### src/rtl/key_pkg.sv
// key_pkg: shared definitions for the key debounce front end.
// Holds the debounce FSM state encoding and the ms-to-cycles / counter
// width helpers used to size timers from millisecond parameters.
package key_pkg;

    typedef enum logic [1:0] {
        IDLE     = 2'd0,
        PRESS_DB = 2'd1,
        HELD     = 2'd2,
        REL_DB   = 2'd3
    } key_state_e;

    function automatic int ms_to_cycles(input int clk_freq, input int ms);
        return clk_freq / 1000 * ms;
    endfunction

    // Width of a counter that runs 0..max_cnt-1; never narrower than 1 bit.
    function automatic int cnt_width(input int max_cnt);
        return (max_cnt > 1) ? $clog2(max_cnt) : 1;
    endfunction

endpackage

### src/rtl/sync_2ff.sv
// sync_2ff: two-flop synchroniser for a single asynchronous pin.
// RST_VAL sets the level both flops take during reset so that a pin's
// idle level does not look like an edge when reset is released.
module sync_2ff #(
    parameter logic RST_VAL = 1'b0
) (
    input  logic clk,
    input  logic rst,
    input  logic d,
    output logic q
);

    logic meta;

    // Two-stage capture of the asynchronous pin.
    always_ff @(posedge clk or posedge rst) begin
        if (rst) begin
            meta <= RST_VAL;
            q    <= RST_VAL;
        end else begin
            meta <= d;
            q    <= meta;
        end
    end

endmodule

### src/rtl/key_debounce_event.sv
// key_debounce_event: synchronises and debounces a raw key pin and emits
// single-cycle press / release / long-press pulses plus a debounced level.
// Optional auto-repeat pulses after a long press: define KEY_AUTO_REPEAT_EN.
//
// state    | meaning
// ---------+-----------------------------------------------------------
// IDLE     | key released and stable
// PRESS_DB | pressed seen, waiting DB_CNT stable cycles before accepting
// HELD     | press accepted; hold_cnt times toward long press
// REL_DB   | release seen, waiting DB_CNT stable cycles; hold_cnt frozen
module key_debounce_event
    import key_pkg::*;
#(
    parameter int CLK_FREQ    = 100_000_000,
    parameter int DEBOUNCE_MS = 20,
    parameter int LONG_MS     = 1000,
    parameter int REPEAT_MS   = 200,
    parameter bit ACTIVE_LOW  = 1'b1
) (
    input  logic clk,
    input  logic rst,
    input  logic key_in,
    output logic key_level,
    output logic key_press,
    output logic key_release,
    output logic long_press,
    output logic key_repeat
);

    localparam int DB_CNT   = ms_to_cycles(CLK_FREQ, DEBOUNCE_MS);
    localparam int LONG_CNT = ms_to_cycles(CLK_FREQ, LONG_MS);
    localparam int REP_CNT  = ms_to_cycles(CLK_FREQ, REPEAT_MS);

    localparam int DB_W   = cnt_width(DB_CNT);
    localparam int HOLD_W = cnt_width(LONG_CNT);

    localparam logic [DB_W-1:0]   DB_LAST   = DB_W'(DB_CNT - 1);
    localparam logic [HOLD_W-1:0] HOLD_LAST = HOLD_W'(LONG_CNT - 1);
    // One step before saturation: the increment out of this value fires long_press.
    localparam logic [HOLD_W-1:0] HOLD_PRE  = HOLD_W'(LONG_CNT - 2);

    // Pin level when the key is not pressed.
    localparam logic PIN_IDLE = ACTIVE_LOW;

    logic key_sync;
    logic pressed_s;

    key_state_e        state, state_nxt;
    logic [DB_W-1:0]   db_cnt, db_nxt;
    logic [HOLD_W-1:0] hold_cnt, hold_nxt;
    logic              level_nxt, press_nxt, rel_nxt, long_nxt;

    sync_2ff #(
        .RST_VAL (PIN_IDLE)
    ) u_sync (
        .clk (clk),
        .rst (rst),
        .d   (key_in),
        .q   (key_sync)
    );

    assign pressed_s = key_sync ^ ACTIVE_LOW;

    // State, timers and registered event outputs.
    always_ff @(posedge clk or posedge rst) begin
        if (rst) begin
            state       <= IDLE;
            db_cnt      <= '0;
            hold_cnt    <= '0;
            key_level   <= 1'b0;
            key_press   <= 1'b0;
            key_release <= 1'b0;
            long_press  <= 1'b0;
        end else begin
            state       <= state_nxt;
            db_cnt      <= db_nxt;
            hold_cnt    <= hold_nxt;
            key_level   <= level_nxt;
            key_press   <= press_nxt;
            key_release <= rel_nxt;
            long_press  <= long_nxt;
        end
    end

    // Next-state, timer updates and event pulse decode.
    always_comb begin
        state_nxt = state;
        db_nxt    = db_cnt;
        hold_nxt  = hold_cnt;
        level_nxt = key_level;
        press_nxt = 1'b0;
        rel_nxt   = 1'b0;
        long_nxt  = 1'b0;
        case (state)
            IDLE: begin
                if (pressed_s) begin
                    state_nxt = PRESS_DB;
                    db_nxt    = '0;
                end
            end
            PRESS_DB: begin
                if (!pressed_s) begin
                    state_nxt = IDLE;
                end else if (db_cnt == DB_LAST) begin
                    state_nxt = HELD;
                    press_nxt = 1'b1;
                    level_nxt = 1'b1;
                    hold_nxt  = '0;
                end else begin
                    db_nxt = db_cnt + 1'b1;
                end
            end
            HELD: begin
                // Saturating hold timer keeps long_press to a single pulse.
                if (hold_cnt != HOLD_LAST) begin
                    hold_nxt = hold_cnt + 1'b1;
                    long_nxt = (hold_cnt == HOLD_PRE);
                end
                if (!pressed_s) begin
                    state_nxt = REL_DB;
                    db_nxt    = '0;
                end
            end
            REL_DB: begin
                if (pressed_s) begin
                    state_nxt = HELD;
                end else if (db_cnt == DB_LAST) begin
                    state_nxt = IDLE;
                    rel_nxt   = 1'b1;
                    level_nxt = 1'b0;
                end else begin
                    db_nxt = db_cnt + 1'b1;
                end
            end
            default: begin
                state_nxt = IDLE;
            end
        endcase
    end

`ifdef KEY_AUTO_REPEAT_EN
    localparam int REP_W = cnt_width(REP_CNT);
    localparam logic [REP_W-1:0] REP_LAST = REP_W'(REP_CNT - 1);

    logic [REP_W-1:0] rep_cnt, rep_nxt;
    logic             repeat_nxt;

    // Repeat timer runs only once the hold timer has saturated; clears on release.
    always_comb begin
        rep_nxt    = rep_cnt;
        repeat_nxt = 1'b0;
        if ((state == HELD) && (hold_cnt == HOLD_LAST)) begin
            if (rep_cnt == REP_LAST) begin
                rep_nxt    = '0;
                repeat_nxt = 1'b1;
            end else begin
                rep_nxt = rep_cnt + 1'b1;
            end
        end else if (rel_nxt) begin
            rep_nxt = '0;
        end
    end

    // Repeat timer and pulse register.
    always_ff @(posedge clk or posedge rst) begin
        if (rst) begin
            rep_cnt    <= '0;
            key_repeat <= 1'b0;
        end else begin
            rep_cnt    <= rep_nxt;
            key_repeat <= repeat_nxt;
        end
    end
`else
    // Repeat period is kept as a parameter so builds share one interface.
    logic [31:0] unused_rep_cfg;
    assign unused_rep_cfg = REP_CNT;
    assign key_repeat     = 1'b0;
`endif

endmodule

### config.mk
export PLATFORM = sky130hd
export DESIGN_NAME = key_debounce_event
export DESIGN_NICKNAME = d
export VERILOG_FILES = /design/src/rtl/key_pkg.sv /design/src/rtl/sync_2ff.sv /design/src/rtl/key_debounce_event.sv
export SDC_FILE = /design/constraint.sdc
export NUM_CORES = 1
export LEC_CHECK = 0
export ABC_AREA = 1
export BUFFER_PORTS_ARGS = -buffer_cell sky130_fd_sc_hd__buf_2
export CAP_MARGIN = 20
export CORE_MARGIN = 1
export CORE_UTILIZATION = 40
export CTS_BUF_LIST = sky130_fd_sc_hd__clkbuf_16
export CTS_CLUSTER_DIAMETER = 150
export DETAILED_ROUTE_END_ITERATION = 10
export PLACE_DENSITY = 0.57
export SETUP_SLACK_MARGIN = 0.2
export SLEW_MARGIN = 20
export SYNTH_ARGS = -nofsm -noshare
export SYNTH_HDL_FRONTEND = slang
export SYNTH_SLANG_ARGS = --single-unit
### constraint.sdc
create_clock -name clk -period 2 [get_ports clk]
set_input_delay 0.1 -clock clk [delete_from_list [all_inputs] [get_ports clk]]
set_output_delay 0.1 -clock clk [all_outputs]
set_load 0.01 [all_outputs]
==> results by group, run 1 <==
Run status
  – Status: finished clean

Place
  – Pre-CTS setup slack: 0.1155 ns
  – Buffers on Ports: 6
  – Placer Congestion: 0.9062
  – HPWL Detailed: 7085 µm

Floorplan
  – Die area: approximately 9700 µm²
  – Row count: 34
  – Initial Util: 42.06%
  – Die Ht: 98.70 µm
  – Die extent in x: 98.70 µm
  – IO Count: 8
  – Core footprint: 8891 µm²

Yosys
  – Synth warn: 0
  – Post-synthesis async set-or-reset flop share: 100.0%
  – Mapped Nets: 574
  – Cell Area, Synth: 3740 µm²
  – EDFF count, synth: 0
  – Syn avg cell area: about 6.6 µm²
  – Seq/Total Area, Yosys: 37.54%
  – Gate Count Post-Synth: approximately 570
  – Main synth FF type: dfrtp_1
  – Synth Register Bits: 56
  – Yosys cell types: 35

Global route
  – Initial antenna violation count: 0
  – Vias in the first global route: between 3,000 and 4,000
  – First-pass GRT wire length: 16,620 µm
  – Largest net degree at the start of global routing: 36
  – Global-route usage over all layers: about a fifth
  – Gr ovfl total: 0

Critical path
  – Worst r2r dst: hold_cnt[17]$_DFFE_PP0P_
  – Critical path arrival: 1.88 ns
  – CP Data Required Time: ~2.2 ns
  – Worst-path fanout max: 20
  – Reg-to-reg critical path startpoint: db_cnt[0]$_DFFE_PP0P_
  – Startpoint types: register
  – WS Path Type: register to register
  – Reg2Reg Setup Slack: slightly above 0.3 ns
  – R2R cell count: 10
  – CP endpoint kind: register

Timing
  – Fmax: about 0.59 GHz
  – Hold_ws: between 0.3 and 0.4 ns
  – RSZ-0062 raised after global routing: no
  – Worst slew pin tran: 0.5145 ns
  – Setup TNS: 0 ns
  – Final Critical Period: 1.697 ns
  – Final Cycle Share: 84.85%
  – Fin. max-slew vios: 0
  – Setup WS post-layout: 0.3031 ns
  – Setup violators final: 0
  – Max_slew headroom: 65.65%
  – Hold Vio Cnt, Final: 0
  – Clock Skews: around 0.0091 ns

Pwr
  – IR drop worst, VDD: 0.0003181 V
  – Power density over cell area: 510.2 nW/µm²
  – Pleak: 1.769 nW

Final layout
  – Diode count: 0
  – Share of layout cells above drive strength 1: a little over a tenth
  – Nets: 589
  – Syn-to-layout area delta: 11.31%
  – # fillers: 907

Clock network
  – CTS buffer count: 5
  – Max clock buf depth: 2
  – H-tree levels: 2
  – CTS tree: done
  – Clock transition at path regs: 0.08 ns
  – Clk sink count: 56
  – Clk_lat worst skew: 0.29 ns
  – CTS root buffer: clkbuf_16

Routing
  – Vias: between 3,000 and 4,000
  – WL/cell: 13.91 µm
  – Initial DRT Pass Iterations: 6
  – Drc violations: 0
  – Final WL: roughly 9600 µm
  – Starting DRC count in detailed routing: 234
  – DR vias/cell: about 5.2
  – Post-DRT Antenna Nets: 0

Hold path
  – Hold path depth: 0
  – HP Class: register to register
  – Hold worst-path end: u_sync.q$_DFF_PP1_
  – Hold path start: u_sync.meta$_DFF_PP1_

Flow run
  – Max-cap violations: 0
## placed cells by master (no fill, tap or decap), drive strengths merged, types with 4 or more instances in the layout
master,synthesis,routed
clkbuf,5,5
nor3,4,4
o21ai,20,20
a21oi,8,8
or2,7,7
buf,11,22
nor2,98,98
nand2,202,202
nand3,78,78
xor2,5,5
dfrtp,54,54
nand4,13,13
inv,44,46
## registers in the layout (all words and copies together) (netlist names), named ones only
name	cells
hold_cnt	27
db_cnt	21
key_level	1
key_press	1
key_release	1
long_press	1
state	1
u_sync.meta	1
u_sync.q	1
## through the flow
stage / std cells / util (%) / instance area (µm²) / power [W]
CTS: 691 / 45.81 / 4073 / 0.002136
floorplan: 568 / - / 3740 / 0.001229
finish: 692 / 46.82 / 4163 / 0.002124
detailed placement: 680 / 43.77 / 3891 / 0.001258
global placement: 680 / 43.77 / 3891 / 0.001257
global route: 692 / 46.82 / 4163 / 0.002196
## metal layers
metal / global-route usage, % / share of wire, %
met1: 34.06 / 53
met2: 30.50 / 41
met3: 2.270 / 4.5
met4: 5.396 / 1.0
met5: 0 / 0
## report_power, final
| part | switching (W) | internal (W) |
|---|---|---|
| Combinational | 0.0000588 | 0.0000311 |
| Clock | 0.000419 | 0.000460 |
| Sequential | 0.0000118 | 0.00114 |
## area by class of cell
| class | count | area (µm²) | area share, % |
|---|---|---|---|
| multi-input combinational | 451 | 2090 | 50.20 |
| sequential | 56 | 1406 | 33.78 |
| timing repair buffer | 24 | 221.5 | 5.320 |
| inverter | 45 | 168.9 | 4.058 |
| tap | 108 | 135.1 | 3.246 |
| clock buffer | 5 | 125.1 | 3.006 |
| clock inverter | 3 | 16.27 | 0.3907 |
## synthesized netlist by cell type (5+ instances only)
cell	instances	share of area, %
dfrtp_1	54	36
nand2_2	5	0.84
nor2_1	93	9.3
nand2_1	196	20
nand3_1	75	10
nand4_1	13	2.2
or2_2	7	1.2
xor2_1	5	1.2
o21ai_0	19	2.5
inv_1	42	4.2
a21oi_1	8	1.1
## critical path, stage by stage, from the launching register on
cell and delay, ns:
dfrtp_1 0.41, ha_2 0.22, nand2_2 0.07, inv_2 0.06, nand2_2 0.09, nor2_4 0.12
nand4_1 0.13, buf_6 0.17, buf_8 0.16, nand3_1 0.09, nand2_1 0.05
## logic make-up after synthesis
kind of cell / share of synthesized area, %
other: 0.1003
and+or+nand+nor: 46.87
adders and majority gates: 1.004
DFF: 37.54
xor gates and xnor gates: 1.874
buffers and inverters: 8.029
AOI/OAI and AO/OA: 4.583
## timing repair
| item | 4_1_cts | 5_1_grt |
|---|---|---|
| endpoints found under the setup margin | 19 | 49 |
| endpoints found under the hold margin | 22 | 0 |
| resized for setup | 3 | 20 |
| hold buffers | 2 | 0 |
| pin swaps | 1 | 3 |
| buffers inserted | 1 | 1 |
## worst max-delay path by stage
stage,from,end,slack (ns),depth (start not counted)
floorplan,hold_cnt[0]$_DFFE_PP0P_,hold_cnt[18]$_DFFE_PP0P_,0.32,11
global placement,hold_cnt[1]$_DFFE_PP0P_,hold_cnt[18]$_DFFE_PP0P_,0.22,10
detailed placement,hold_cnt[1]$_DFFE_PP0P_,hold_cnt[16]$_DFFE_PP0P_,0.12,10
CTS,db_cnt[0]$_DFFE_PP0P_,db_cnt[4]$_DFFE_PP0P_,0.20,10
global route,db_cnt[0]$_DFFE_PP0P_,db_cnt[4]$_DFFE_PP0P_,0.17,10
finish,db_cnt[0]$_DFFE_PP0P_,hold_cnt[17]$_DFFE_PP0P_,0.30,10
Note: power is estimated with default switching activity, not from simulation.
==> run 2, diff against run 1 <==
Settings changed: PLACE_DENSITY 0.57 to 0.59.
Clock period 2 ns to 1.4 ns, I/O delays scaled along.
==> results by group, run 2 (same netlist as run 1, synthesis figures left out) <==
Run status
  – Status: finished, violations left
  – Violated checks: setup timing

Critical path
  – CP dominant cell by count: nand2_4
  – Startpoint types: register
  – Reg-to-reg critical path startpoint: db_cnt[1]$_DFFE_PP0P_
  – Critical Path End: hold_cnt[21]$_DFFE_PP0P_
  – Worst-path fanout max: 8 (-60%)
  – Reg2Reg Setup Slack: -0.20 ns (-0.51 ns)
  – Crit path max-delay family: simple AND/OR/NAND/NOR gates
  – Crit-path slowest cell: dfrtp_1
  – Crit-path max cell delay: 0.40 ns (about the same)
  – Worst r2r dst: hold_cnt[21]$_DFFE_PP0P_
  – WS Path Type: register to register
  – WP buf/inv: 3 (unchanged)
  – Critical path arrival: 1.85 ns (-0.03 ns)
  – CP Data Required Time: 1.64 ns (-0.54 ns)
  – CP endpoint kind: register
  – CP cell instances: ha_4 -> nand2_4 -> inv_4 -> nand2_4 -> nor2_4 -> nand4_1 -> buf_6 -> nand2_8 -> clkbuf_16 -> nand2_2 -> nand2_1
  – CP startpoint: db_cnt[1]$_DFFE_PP0P_
  – R2R cell count: 11 (+1)
  – Crit. path cell count: 11 (+1)

Place
  – DP Area: 4692 µm² (+21%)
  – HPWL Detailed: 8042 µm (+14%)
  – Buffers on Ports: 6 (unchanged)
  – Placer Congestion: 0.9214 (+1.7%)

Pwr
  – Sequential power share: 49.4% (-5.0 points)
  – Internal: 0.002586 W (+58%)
  – Combinational share of power: 7.5% (+3.3 points)
  – Net switching power: 0.0007574 W (+55%)
  – Total power: 0.003344 W (+57%)
  – Power density over cell area: 587.0 nW/µm² (+15%)
  – Sw Share: 22.65% (-0.38 points)
  – IR drop worst, VDD: 0.0004294 V (+35%)
  – Clock power share: 43.2% (+1.8 points)
  – Pleak: 2.664 nW (+51%)

Flow run
  – Max-cap violations: 0 (unchanged)

Timing
  – RSZ-0062 raised after global routing: yes
  – Fin. max-slew vios: 0 (unchanged)
  – Hold Vio Cnt, Final: 0 (unchanged)
  – Final Cycle Share: 114.5% (+30 points)
  – Clock Skews: 0.009440 ns (+0.0003448 ns)
  – Fmax: 0.6236 GHz (+5.8%)
  – Setup WS post-layout: -0.2037 ns (-0.5068 ns)
  – Final Critical Period: 1.604 ns (-0.09323 ns)
  – Setup violators final: 53 (+53)

Routing
  – Drc violations: 0 (unchanged)
  – Initial DRT Pass Iterations: 5 (-1)
  – WL/cell: 14.97 µm (+7.6%)
  – DR vias/cell: 5.260 (+0.58%)
  – Starting DRC count in detailed routing: 287 (+23%)
  – Post-DRT Antenna Nets: 0 (unchanged)
  – Vias: 4,229 (+17%)
  – Final WL: 12,040 µm (+25%)

Final layout
  – Commonest non-fill, non-tap cells in the layout: nand2_1 (151), buf_4 (108), nor2_1 (64), nand3_1 (57), dfrtp_1 (52)
  – Syn-to-layout area delta: 52.33%
  – Largest register FFs: 27 (unchanged)
  – Share of layout cells above drive strength 1: 40.80% (+30 points)
  – Commonest non-fill, non-tap cell in the layout: nand2_1
  – Largest Register: hold_cnt
  – Fin area: 5697 µm² (+37%)
  – Diode count: 0 (unchanged)
  – # fillers: 763 (-16%)
  – Nets: 701 (+19%)
  – Largest regs: hold_cnt x27, db_cnt x21

Global route
  – First-pass GRT wire length: 19,240 µm (+16%)
  – Global-route usage over all layers: 25.08% (+3.7 points)
  – Largest net degree at the start of global routing: 28 (-22%)
  – Initial antenna violation count: 0 (unchanged)
  – Gr ovfl total: 0 (unchanged)
  – Vias in the first global route: 3,956 (+19%)

Clock network
  – Clk_lat worst skew: 0.30 ns (about the same)
  – Clock transition at path regs: 0.08 ns (about the same)
  – CTS buffer count: 5 (unchanged)
  – Clk sink count: 56 (unchanged)
  – CTS root buffer: clkbuf_16
  – CTS tree: done
  – H-tree levels: 2 (unchanged)
  – Max clock buf depth: 2 (unchanged)

Hold path
  – HP Class: input port to async pin

Floorplan
  – Row count: 34 (unchanged)
  – IO Count: 8 (unchanged)
  – Core footprint: 8891 µm² (unchanged)
  – Die extent in x: 98.70 µm (unchanged)
  – Initial Util: 42.06% (unchanged)
  – Die Ht: 98.70 µm (unchanged)
  – Die area: 9741 µm² (unchanged)
## run 2: area by class of cell
cell class	count	area [µm²]	share of cell area, %
Timing Repair Buffer	136	1235	21.68
Sequential cell	56	1406	24.69
Multi-Input combinational cell	451	2559	44.92
Clock buffer	5	125.1	2.196
Inverter	45	197.7	3.470
Tap cell	108	135.1	2.372
Clock inverter	3	38.79	0.6809
## run 2: metal layers
layer	part of all wire, %	GRT usage, %
met1	45	36.27
met2	45	37.97
met3	7.3	4.184
met4	2.1	8.496
met5	0	0
## run 2: worst min-delay path, delay by kind of cell
family   cells  cell delay (ns)
buf+inv      3             0.96
## run 2: worst min path at each step
| stage | startpoint | endpoint | slack (ns) | cells after the start |
|---|---|---|---|---|
| after floorplan | key_in | u_sync.meta$_DFF_PP1_ | 0.07 | 0 |
| after global placement | rst | db_cnt[14]$_DFFE_PP0P_ | 0.09 | 2 |
| after detailed placement | rst | db_cnt[14]$_DFFE_PP0P_ | 0.09 | 2 |
| after CTS | rst | db_cnt[14]$_DFFE_PP0P_ | 0.32 | 3 |
| after global routing | rst | db_cnt[11]$_DFFE_PP0P_ | 0.36 | 3 |
| final | rst | db_cnt[14]$_DFFE_PP0P_ | 0.32 | 3 |
## run 2: power by group through the flow
stage | clock network [W] | logic, W | registers, W
finish | 0.00144 | 0.000250 | 0.00165
global route | 0.00152 | 0.000272 | 0.00165
CTS | 0.00146 | 0.000224 | 0.00165
detailed placement | 0 | 0.000151 | 0.00168
global placement | 0 | 0.000147 | 0.00168
floorplan | 0 | 0.0000879 | 0.00168
## run 2: per-stage QoR
step	cells	hold slack (ns)	worst slack (ns)	setup TNS, ns	utilization [%]
final	804	0.3185	-0.2037	-7.977	64.07
after global routing	804	0.3598	-0.3268	-12.51	64.07
after CTS	796	0.3245	-0.1168	-4.185	58.67
after detailed placement	772	0.09255	-0.1846	-5.852	52.77
after global placement	772	0.08535	-0.1231	-3.485	52.77
after floorplan	568	0.07448	-0.1363	-5.339	-
## run 2: timing repair
| action | CTS | global route |
|---|---|---|
| gates resized for setup | 56 | 118 |
| pin swaps | 8 | 40 |
| buffers inserted | 9 | 6 |
| hold endpoints to repair | 14 | 0 |
| cloned | 5 | 2 |
| hold buffers | 2 | 0 |
| setup endpoints to repair | 54 | 54 |
